**src/rtl/uart_tx_fifo.sv**
```systemverilog
// rtl/uart_tx_fifo.sv - byte FIFO and launch sequencer feeding the UART transmitter
// Holds up to DEPTH host bytes and hands them one at a time to the transmitter.
module uart_tx_fifo #(
    parameter int DEPTH  = 16,
    parameter int ADDR_W = $clog2(DEPTH)
) (
    input  logic              clk,
    input  logic              rst,
    input  logic              wr_valid,
    input  logic [7:0]        wr_data,
    output logic              wr_ready,
    output logic              tx_start,
    output logic [7:0]        tx_data,
    input  logic              tx_active,
    input  logic              done_tx,
    output logic [ADDR_W:0]   count,
    output logic              empty,
    output logic              full
);

    typedef enum logic [1:0] {IDLE, LAUNCH, WAIT_BUSY, WAIT_DONE} state_t;

    state_t            state;
    state_t            state_nxt;
    logic [7:0]        mem [DEPTH];
    logic [ADDR_W-1:0] wp;
    logic [ADDR_W-1:0] rp;
    logic              push;
    logic              pop;
    logic [ADDR_W:0]   count_nxt;

    // A pop in the same cycle never frees room for a write while full.
    assign wr_ready  = !full;
    assign push      = wr_valid && !full;
    assign pop       = (state == IDLE) && !empty;
    assign count_nxt = count + (ADDR_W+1)'(push) - (ADDR_W+1)'(pop);

    always_comb begin
        state_nxt = state;
        case (state)
            IDLE:      if (!empty) state_nxt = LAUNCH;
            LAUNCH:    state_nxt = WAIT_BUSY;
            // done_tx wins here so a frame shorter than the busy handshake is not missed
            WAIT_BUSY: begin
                if (done_tx)        state_nxt = IDLE;
                else if (tx_active) state_nxt = WAIT_DONE;
            end
            WAIT_DONE: if (done_tx) state_nxt = IDLE;
            default:   state_nxt = IDLE;
        endcase
    end

    always_ff @(posedge clk) begin
        if (rst) begin
            state    <= IDLE;
            wp       <= '0;
            rp       <= '0;
            count    <= '0;
            empty    <= 1'b1;
            full     <= 1'b0;
            tx_start <= 1'b0;
            tx_data  <= 8'h00;
        end else begin
            state    <= state_nxt;
            tx_start <= (state_nxt == LAUNCH);
            count    <= count_nxt;
            empty    <= (count_nxt == '0);
            full     <= (count_nxt == (ADDR_W+1)'(DEPTH));
            if (push) begin
                wp <= wp + ADDR_W'(1);
            end
            if (pop) begin
                tx_data <= mem[rp];
                rp      <= rp + ADDR_W'(1);
            end
        end
    end

    always_ff @(posedge clk) begin
        if (push && !rst) begin
            mem[wp] <= wr_data;
        end
    end

endmodule

```
**config.mk**
```make
export PLATFORM = sky130hd
export DESIGN_NAME = uart_tx_fifo
export DESIGN_NICKNAME = d
export VERILOG_FILES = /design/src/rtl/uart_tx_fifo.sv
export SDC_FILE = /design/constraint.sdc
export NUM_CORES = 1
export LEC_CHECK = 0
export BUFFER_PORTS_ARGS = -buffer_cell sky130_fd_sc_hd__buf_2
export CAP_MARGIN = 20
export CORE_ASPECT_RATIO = 1.4
export CORE_MARGIN = 4
export CORE_UTILIZATION = 47
export CTS_CLUSTER_DIAMETER = 100
export DETAILED_ROUTE_END_ITERATION = 8
export MAX_ROUTING_LAYER = met4
export PLACE_DENSITY = 0.7
export SLEW_MARGIN = 10
export SYNTH_ARGS = -nofsm -noshare
export SYNTH_HDL_FRONTEND = slang
export SYNTH_SLANG_ARGS = --single-unit
```
**constraint.sdc**
```tcl
create_clock -name clk -period 4.1 [get_ports clk]
set_input_delay 0.82 -clock clk [delete_from_list [all_inputs] [get_ports clk]]
set_output_delay 0.82 -clock clk [all_outputs]
set_load 0.01 [all_outputs]
```
### After elaboration in Yosys (flattened, before gate mapping)

Memory sizes are Yosys's and may differ from the RTL's. A register that Yosys moved wholly into a read port is not among the register bits.
Index checks and enable logic that the tools add are counted.

* $add $sub $neg: 4
* reduce and logical (&&, ||, !) cells: 8
* eq/ne operators: 5
* muxes and demuxes: 7

Operator list (count)
* 4-bit by 1-bit adder with 4-bit output, second input constant: 2
* 2-bit two-way mux: 4
* 2-bit one-hot mux with 4 select lines: 1
* 5-bit by 1-bit adder with 5-bit output: 1
* 5-bit == test, second input constant: 1
* 5-bit zero test: 1
* 5-bit by 1-bit subtractor with 5-bit output: 1
* 2-bit by 1-bit == test with 1-bit output, second input constant: 2
* 2-bit == test, second input constant: 2
* 1-bit logical AND: 3
* 1-bit zero test: 3
* 2-bit zero test: 1
* 1-bit two-way mux: 2

* bits in writable memories: 128
* word-level logic and storage cells: 32
* output and inout port bits: 17
* memories kept: 1
* register bits after elaboration: 18
* input bits: 13

Memory list
* mem: depth 16, width 8, read ports 1, clocked after Yosys merged registers in 1, write ports 1, line 25 `logic [7:0] mem [DEPTH];`

### Longest topological paths before layout

Gate-level depths: netlist (run 1).

* depth after elaboration: 5
* gate-level depth with buffers: 12
* gate-level depth less buffers: 11

### Least setup slack after synthesis (run 1)

Ideal clock, no wire load.

* path type: in2reg
* start point: input port wr_valid
* end point: register full
* buffers on the path: 1
* arrival: 3.063 ns
* required time: 3.997 ns
* stages on the path: 11
* library setup time: 0.103 ns
* setup slack: 0.934 ns
* cell sequence: nor2b_1 clkbuf_1 inv_1 ha_1 inv_1 ha_1 inv_1 fa_1 xnor2_1 or3b_2 a2111oi_2

* word-level cells in the longest chain between the ends: 4

RTL lines
* from (decl): line 9 `input logic wr_valid,`
* 1-bit logical AND: line 34 `assign push = wr_valid && !full;`
* 5-bit by 1-bit adder with 5-bit output: line 36 `assign count_nxt = count + (ADDR_W+1)'(push) - (ADDR_W+1)'(pop);`
* 5-bit by 1-bit subtractor with 5-bit output: line 36
* 5-bit == test: line 68 `full <= (count_nxt == (ADDR_W+1)'(DEPTH));`
* to (signal assigned): line 68
* to (decl): line 18 `output logic full`

Every way passes these cells.
A chain may end at the register's enable or synchronous reset.

### Final worst setup path (run 1)

* start point: register state[1]
* end point: register full

* word-level cells in the longest chain between the ends: 4

RTL lines
* from (decl): line 23 `state_t state;`
* from (signal assigned): line 64 `state <= state_nxt;`
* 2-bit zero test: line 35 `assign pop = (state == IDLE) && !empty;`
* 1-bit logical AND: line 35
* net pop: line 29 `logic pop;`
* 5-bit by 1-bit subtractor with 5-bit output: line 36
* 5-bit == test: line 68

The timed path passes the listed nets, and every way through them passes these cells.

==> results of run 1 <==
[worst max-delay path: cells and delay by family (launching register included)]
kind	cells	cell delay (ps)
XOR/XNOR	1	180
buffers and inverters	3	290
AND/OR/NAND/NOR	2	930
flip-flops	1	340
adder cells (fa/ha/maj)	3	810
AO/OA/AOI/OAI	1	330
[per-layer routing]
layer	global-route usage, %	up-vias	part of all wire, %	wire, um
li1	-	1374	-	-
met2	28.3	127	53	6230
met5	-	-	0	0
met1	20.1	1572	39	4530
met4	6.93	0	1.7	204
met3	4.66	18	6.5	767
[metrics by stage]
step / total power [mW] / std cells / worst slack [ps]
after floorplan: 2.56 / 332 / 934
after global placement: 2.76 / 503 / 898
after detailed placement: 2.80 / 503 / 814
after CTS: 4.56 / 535 / 1100
after global routing: 4.72 / 535 / 928
final: 4.53 / 535 / 1120
[layout make-up]
| type | instances | area [sq um] | share of cell area (%) |
|---|---|---|---|
| sequential | 154 | 4370 | 61.9 |
| multi-input combinational | 151 | 1600 | 22.6 |
| clock buffer | 18 | 429 | 6.09 |
| inverter | 11 | 41.3 | 0.586 |
| clock inverter | 14 | 241 | 3.43 |
| timing repair buffer | 34 | 183 | 2.59 |
| tap | 153 | 191 | 2.72 |
[cells in the final DEF (no fill, tap or decap), types with 10 or more instances in the layout]
master     instances
buf_2             29
clkbuf_16         17
dfxtp_1           25
edfxtp_1         128
ha_1              10
inv_1             10
mux2i_1           16
mux4_2            29
nand3b_1          10
nor2_1            32
[registers in the layout, summed over array words and instances, names as in the netlist]
register  cells
count         5
empty         1
full          1
mem         128
rp            4
state         2
tx_data       8
tx_start      1
wp            4
[final timing paths]
check	from	slack [ps]	to	depth (start not counted)
hold / removal	state[0]	500	state[1]	2
setup / recovery	state[1]	1120	full	10
setup reg to reg	state[1]	1120	full	10
hold reg to reg	state[0]	500	state[1]	2
[cell families after synthesis]
logic type,count (synthesis),share of synthesized area [%]
AO/OA/AOI/OAI,19,2.42
XOR/XNOR,10,1.44
adder cells (fa/ha/maj),11,2.38
buffers and inverters,27,2.28
flip-flops,154,71.6
multiplexers,48,14.6
AND/OR/NAND/NOR,63,5.29
[power breakdown]
group / internal (mW) / total, mW / switching, mW
sequential: 1.79 / 1.88 / 0.0903
clock: 1.15 / 1.76 / 0.616
combinational: 0.417 / 0.884 / 0.466
total: 3.36 / 4.53 / 1.17
==> metrics, run 1 <==
vias 3091; register area share after synthesis 71.6%; HP Class register to register; placed inst area 0.00638 sq mm; Startpoint Class register; vias in the first global route 3138; antenna violations before repair 0; Core Box Area 0.0128 sq mm; Synth Cell Area 0.00610 sq mm; 1st-iter DRT viols 215; Setup CP Type register to register; Post-CTS Hold Buffers 0; Critical Path RT 4420 ps; worst skew pair latency 420 ps; worst vdd ir 0.000357 V; Main synth FF type edfxtp_1; highest clock rate 335 MHz; final WL 11700 um; total die area 0.0149 sq mm; Via density 5.78; Leak 2.35 nW; endpoints failing hold 0; first-pass GRT wire length 18000 um; Synth top area share 63.0%; Rows 49; Routed WL per cell 21.9 um; final antenna-violating net count 0; fin crit period 2980 ps; number of fill cells 979; GRT Total Usage 17.2%; Die X 104 um; CTS Buffer Depth 2; Detail Placement HPWL 7360 um; CTS tree built; Setup crit end kind register; flop and latch count out of synthesis 154; Setup TNS 0 ps; Clock Skew 4.41 ps; # IOs 30; Slew @ Worst Pin 1020 ps; Ys Warns 0; CP max stage delay 470 ps; largest net degree at the start of global routing 35; Syn Inst Count 332; Die Span Y 143 um; Overflow after GRT 0; Synth cell types 31; Nets 393; design area 0.00705 sq mm; Syn Area/Cell 18.4 sq um; DRT Pass-1 Iters 5; Crit Path Max Fanout 12; Port-buffer cells 29; drc violations 0; Num CTS Buffers 17; most frequent cell after synthesis edfxtp_1; final setup violation count 0; Synth area leader edfxtp_1; post-CTS setup buffer count 0; top post-synthesis cells by area edfxtp_1 (63%), mux4_2 (11%), dfxtp_1 (8.5%); clock slew at reported path FFs 60 ps; outcome finished, final reports clean; Net Count, Synth 356; Initial Util 47.8%; power per cell area 643 mW/mm^2; period utilisation layout 72.8%; clock net sink count 154; commonest cells in the netlist edfxtp_1 (128), nor2_1 (32), mux4_2 (29); share of cells above drive strength 1 25.9%; root buf cell clkbuf_16; ys async rst share 0%; Arr. time, crit path 3300 ps; CP max stage cell or3_4; RSZ-0062 raised after global routing no; n_diodes 0; Final Util 55.3%; CP Cell Sequence or3_4 -> clkinv_1 -> ha_1 -> inv_1 -> ha_1 -> inv_1 -> fa_1 -> xnor2_1 -> or3b_2 -> a2111oi_2; area delta synth->final 15.6%; H-tree depth 4; max-cap viol count 0; max-slew violations 0; hold slack 505 ps; Post-CTS Resized 0; number of synthesized flops with an enable pin 128; Slew HR 31.8%; Final GP Congestion 0.775
Power figures use the tool's default switching activity.
==> run 2: changes to the inputs <==
- ABC_AREA: default -> 1
- clock period: 4.1 -> 2.77 ns (I/O delays scaled with it)
==> run 2 against run 1 <==
Critical path depth increased by 1. Worst hold slack got worse by 47 ps. First-iteration DRC count increased by 60%. Wire length increased by 28%. Via count increased by 49%. Clock power increased by 25%. Combinational power increased by 140%. Highest routed layer unchanged.
==> metrics, run 2 <==
outcome finished, final reports clean; largest registers mem (128), tx_data (8), count (5); placed inst area 0.00689 sq mm; RSZ-0062 raised after global routing no; final setup violation count 0; area delta synth->final 12.1%; Nets 718; # IOs 30; DRT Pass-1 Iters 7; final antenna-violating net count 0; H-tree depth 4; worst skew pair latency 420 ps; Crit Path Max Fanout 5; worst hold endpoint state[0]; max-cap viol count 0; 1st-iter DRT viols 345; power per cell area 959 mW/mm^2; clock net sink count 154; Startpoint Class register; drc violations 0; root buf cell clkbuf_16; Post-CTS Hold Buffers 0; number of synthesized flops with an enable pin 128; hold path startpoint done_tx; clock slew at reported path FFs 60 ps; Bufs and invs on worst path 3; share of cells above drive strength 1 9.76%; Arr. time, crit path 2530 ps; Leak 3.17 nW; most frequent cells in the layout nand2_1 (215), edfxtp_1 (128), nand3_1 (97); total die area 0.0161 sq mm; Core Box Area 0.0139 sq mm; n_diodes 0; Final GP Congestion 0.941; Largest Register mem; Synth top area share 57.8%; Synth area leader edfxtp_1; worst vdd ir 0.000429 V; Initial Util 47.8%; vias 4601; Clock Skew 8.50 ps; post-route setup slack 593 ps; vias in the first global route 4550; CP max stage cell fa_1; Reg2Reg Depth 11; Ys Warns 0; Syn Area/Cell 9.91 sq um; Synth Cell Area 0.00665 sq mm; Main synth FF type edfxtp_1; FF-to-FF Start full; Critical Path RT 3120 ps; R2R setup slack 590 ps; Setup TNS 0 ps; most common cell after layout, fill and taps aside nand2_1; Setup WS pre-CTS 316 ps; flop and latch count out of synthesis 154; antenna violations before repair 0; Slew HR 53.7%; Via density 5.16; most frequent cell after synthesis nand2_1; HP Class input pin to register; top post-synthesis cells by area edfxtp_1 (58%), nand2_1 (12%), dfxtp_1 (7.8%); Synth cell types 23; Setup CP Type register to register; max-slew violations 0; endpoints failing hold 0; Syn Inst Count 671; Num CTS Buffers 17; Rows 51; Post-CTS Resized 0; Port-buffer cells 29; Slew @ Worst Pin 691 ps; fin crit period 2180 ps; CTS tree built; Routed WL per cell 16.9 um; largest net degree at the start of global routing 67; period utilisation layout 78.6%; CP max stage delay 420 ps; Finished Layout Cells 892; first-pass GRT wire length 23800 um; GRT Total Usage 20.6%; CP Cell Sequence inv_2 -> nand2_1 -> ha_1 -> inv_1 -> ha_1 -> inv_1 -> fa_1 -> o21ai_1 -> xor2_1 -> nor2_1 -> a21oi_1; Setup crit end kind register; Net Count, Synth 695; final WL 15100 um; ys async rst share 0%; Detail Placement HPWL 9940 um; dominant delay contributor by cell family on the critical path adder cells; Die Span Y 149 um; Die X 109 um; post-CTS setup buffer count 0; max reg flops 128; Inst Count DP 860; design area 0.00745 sq mm; R2R Path End empty; commonest cells in the netlist nand2_1 (215), edfxtp_1 (128), nand3_1 (97); highest clock rate 459 MHz; CTS Buffer Depth 2; Overflow after GRT 0; register area share after synthesis 65.6%; Worst Hold Depth 4
-- run 2: final cells by class --
type                    instances  area (sq um)
clock buffers                  19           433
clock inverters                13           128
fillers                      1239          6460
inverters                      97           364
multi-input cells             391          1740
flip-flops and latches        154          4370
well taps                     185           231
repair buffers                 33           188
-- run 2: where the power goes --
group	switching, mW	total (mW)	internal, mW
clock network	0.887	2.20	1.31
registers	0.100	2.78	2.68
logic	1.49	2.16	0.676
total	2.47	7.15	4.67
-- run 2: cell families after synthesis --
family,synth area share (%)
flops,65.6
buf+inv,8.16
simple gates,22.3
xor+xnor,0.658
fa+ha+maj,2.18
compound gates,1.09
-- run 2: how the worst max path moves through the flow --
stage / from / endpoint / slack, ps / cells past startpoint
finish: full / empty / 590 / 11
global route: state[0] / empty / 360 / 12
CTS: full / empty / 590 / 11
detailed placement: wr_valid / empty / 320 / 11
global placement: wr_valid / empty / 430 / 11
floorplan: wr_valid / empty / 630 / 10
-- run 2: worst reg2reg max path, stage by stage (launching register included) --
cell	delay (ps)
dfxtp_1	310
inv_2	50
nand2_1	120
ha_1	320
inv_1	60
ha_1	160
inv_1	70
fa_1	420
o21ai_1	200
xor2_1	210
nor2_1	80
a21oi_1	130
-- run 2: through the flow --
stage                     hold WS [ps]  total power, mW  util, %
final                              457             7.15     53.6
after global routing               453             7.56     53.6
after global placement             501             4.91     49.6
after floorplan                    480             4.39        -
after CTS                          440             7.17     53.6
after detailed placement           521             4.98     49.6
-- run 2: per-layer routing --
layer | GRT usage, % | routed length [um] | vias to the layer above
met4 | 11.7 | 694 | 0
met1 | 21.1 | 5500 | 2199
met3 | 4.07 | 620 | 50
met5 | - | 0 | -
met2 | 36.2 | 8260 | 144
li1 | - | - | 2208
==> run 3: changes to the inputs <==
- PLACE_DENSITY: 0.7 -> 0.72
- clock period: 2.77 -> 1.8 ns (I/O delays scaled with it)
==> run 3 against run 2 <==
The flow now finishes with violations (setup timing). First-iteration DRC count increased by 2.3%. Via count increased by 0.48%. Total power increased by 61%. Fmax increased by 6.0%. Die area unchanged. Core utilization increased by 2.2 points. Global-route usage decreased by 0.60 points. Cell area increased by 4.1%. Combinational power increased by 68%. Sequential cell count unchanged. Largest cell class unchanged. Largest power group unchanged.
==> metrics, run 3 (synthesized netlist as in run 2, its figures left out) <==
combinational power share 31.5%; Clock Skew 8.81 ps; largest registers mem (128), tx_data (8), count (5); Final Util 55.8%; Setup TNS -581 ps; Post-CTS Hold Buffers 0; P_int 7.59 mW; root buf cell clkbuf_16; Core Box Area 0.0139 sq mm; Finished Layout Cells 919; hold slack 254 ps; Critical Path RT 2140 ps; total die area 0.0161 sq mm; drc violations 0; Clock power frac 31.1%; Setup crit end kind register; Setup CP Type register to register; failing checks setup timing; Slew @ Worst Pin 391 ps; max reg flops 128; most frequent cells in the layout nand2_1 (213), edfxtp_1 (128), nand3_1 (97); design area 0.00776 sq mm; share of cells above drive strength 1 15.3%; endpoints failing hold 0; first-pass GRT wire length 23700 um; max-slew violations 0; Largest Register mem; Die X 109 um; final antenna-violating net count 0; Port-buffer cells 29; power per cell area 1480 mW/mm^2; max-cap viol count 0; Arr. time, crit path 2390 ps; Inst Count DP 883; largest net degree at the start of global routing 66; final WL 14500 um; DRT Pass-1 Iters 6; 1st-iter DRT viols 353; # IOs 30; highest clock rate 487 MHz; outcome finished with violations; Routed WL per cell 15.7 um; antenna violations before repair 0; net switching power 3.90 mW; number of fill cells 1201; Startpoint Class register; placed inst area 0.00711 sq mm; Final GP Congestion 0.861; Nets 745; period utilisation layout 114%; Setup WS pre-CTS -307 ps; most common cell after layout, fill and taps aside nand2_1; fin crit period 2050 ps; Slew HR 73.9%; HP Class input pin to register; Leak 3.33 nW; area delta synth->final 16.7%; clock net sink count 154; vias in the first global route 4776; worst skew pair latency 420 ps; CTS Buffer Depth 2; post-route setup slack -254 ps; GRT Total Usage 20.0%; Overflow after GRT 0; Detail Placement HPWL 9440 um; n_diodes 0; Via density 5.03; CTS tree built; Pwr Total 11.5 mW; Initial Util 47.8%; Rows 51; register share of total power 37.4%; clock slew at reported path FFs 60 ps; H-tree depth 4; Net Sw Frac 33.9%; Num CTS Buffers 17; Die Span Y 149 um; Crit Path Max Fanout 2; RSZ-0062 raised after global routing yes; vias 4623; worst vdd ir 0.000816 V; final setup violation count 3
run 3: cell types whose count changed in the layout (fill, tap and decap cells not counted), sizes merged:
cell	before	now
clkinv	8	5
buf	33	60
clkbuf	19	18
clkinvlp	4	5
inv	96	98
bufinv	2	3
run 3: area by class of cell:
cell class | instances | area (sq um) | area share (%)
timing repair buffer | 60 | 390 | 5.03
inverter | 97 | 364 | 4.69
sequential | 154 | 4370 | 56.3
tap | 185 | 231 | 2.98
clock inverter | 14 | 171 | 2.21
clock buffer | 18 | 429 | 5.53
multi-input combinational | 391 | 1810 | 23.3
run 3: what timing repair did:
item                       CTS  global route
setup buffers                2             2
resized for setup            7             0
setup endpoints to repair    4             4
pin swaps                    8             3
run 3: worst paths after layout:
| check | start | end | slack (ps) | depth (start not counted) |
|---|---|---|---|---|
| setup reg to reg | state[1] | empty | -250 | 12 |
| hold / removal | done_tx | state[0] | 250 | 4 |
| hold reg to reg | state[1] | state[0] | 510 | 2 |
| setup / recovery | state[1] | empty | -250 | 12 |
run 3: power groups by stage:
stage	sequential, mW	combinational (mW)	clock (mW)
floorplan	4.41	2.47	0
global placement	4.35	3.29	0
detailed placement	4.36	3.44	0
CTS	4.29	3.62	3.62
global route	4.32	4.05	3.80
finish	4.29	3.62	3.57
run 3: routing by layer:
metal  up-vias  global-route usage [%]  part of all wire [%]
met2       154                    34.4                    54
met1      2181                    21.6                    37
li1       2254                       -                     -
met4         0                    9.35                   3.4
met5         -                       -                     0
met3        34                    4.81                   5.3
run 3: critical path: stages, from the launching register on:
cell and delay (ps):
dfxtp_2 320, inv_2 70, nand2_4 60, nor2_4 110, ha_4 210, inv_2 60
ha_4 120, inv_2 30, fa_2 550, nand2_2 70, nor2_2 120, nand2_1 90
a21oi_1 170
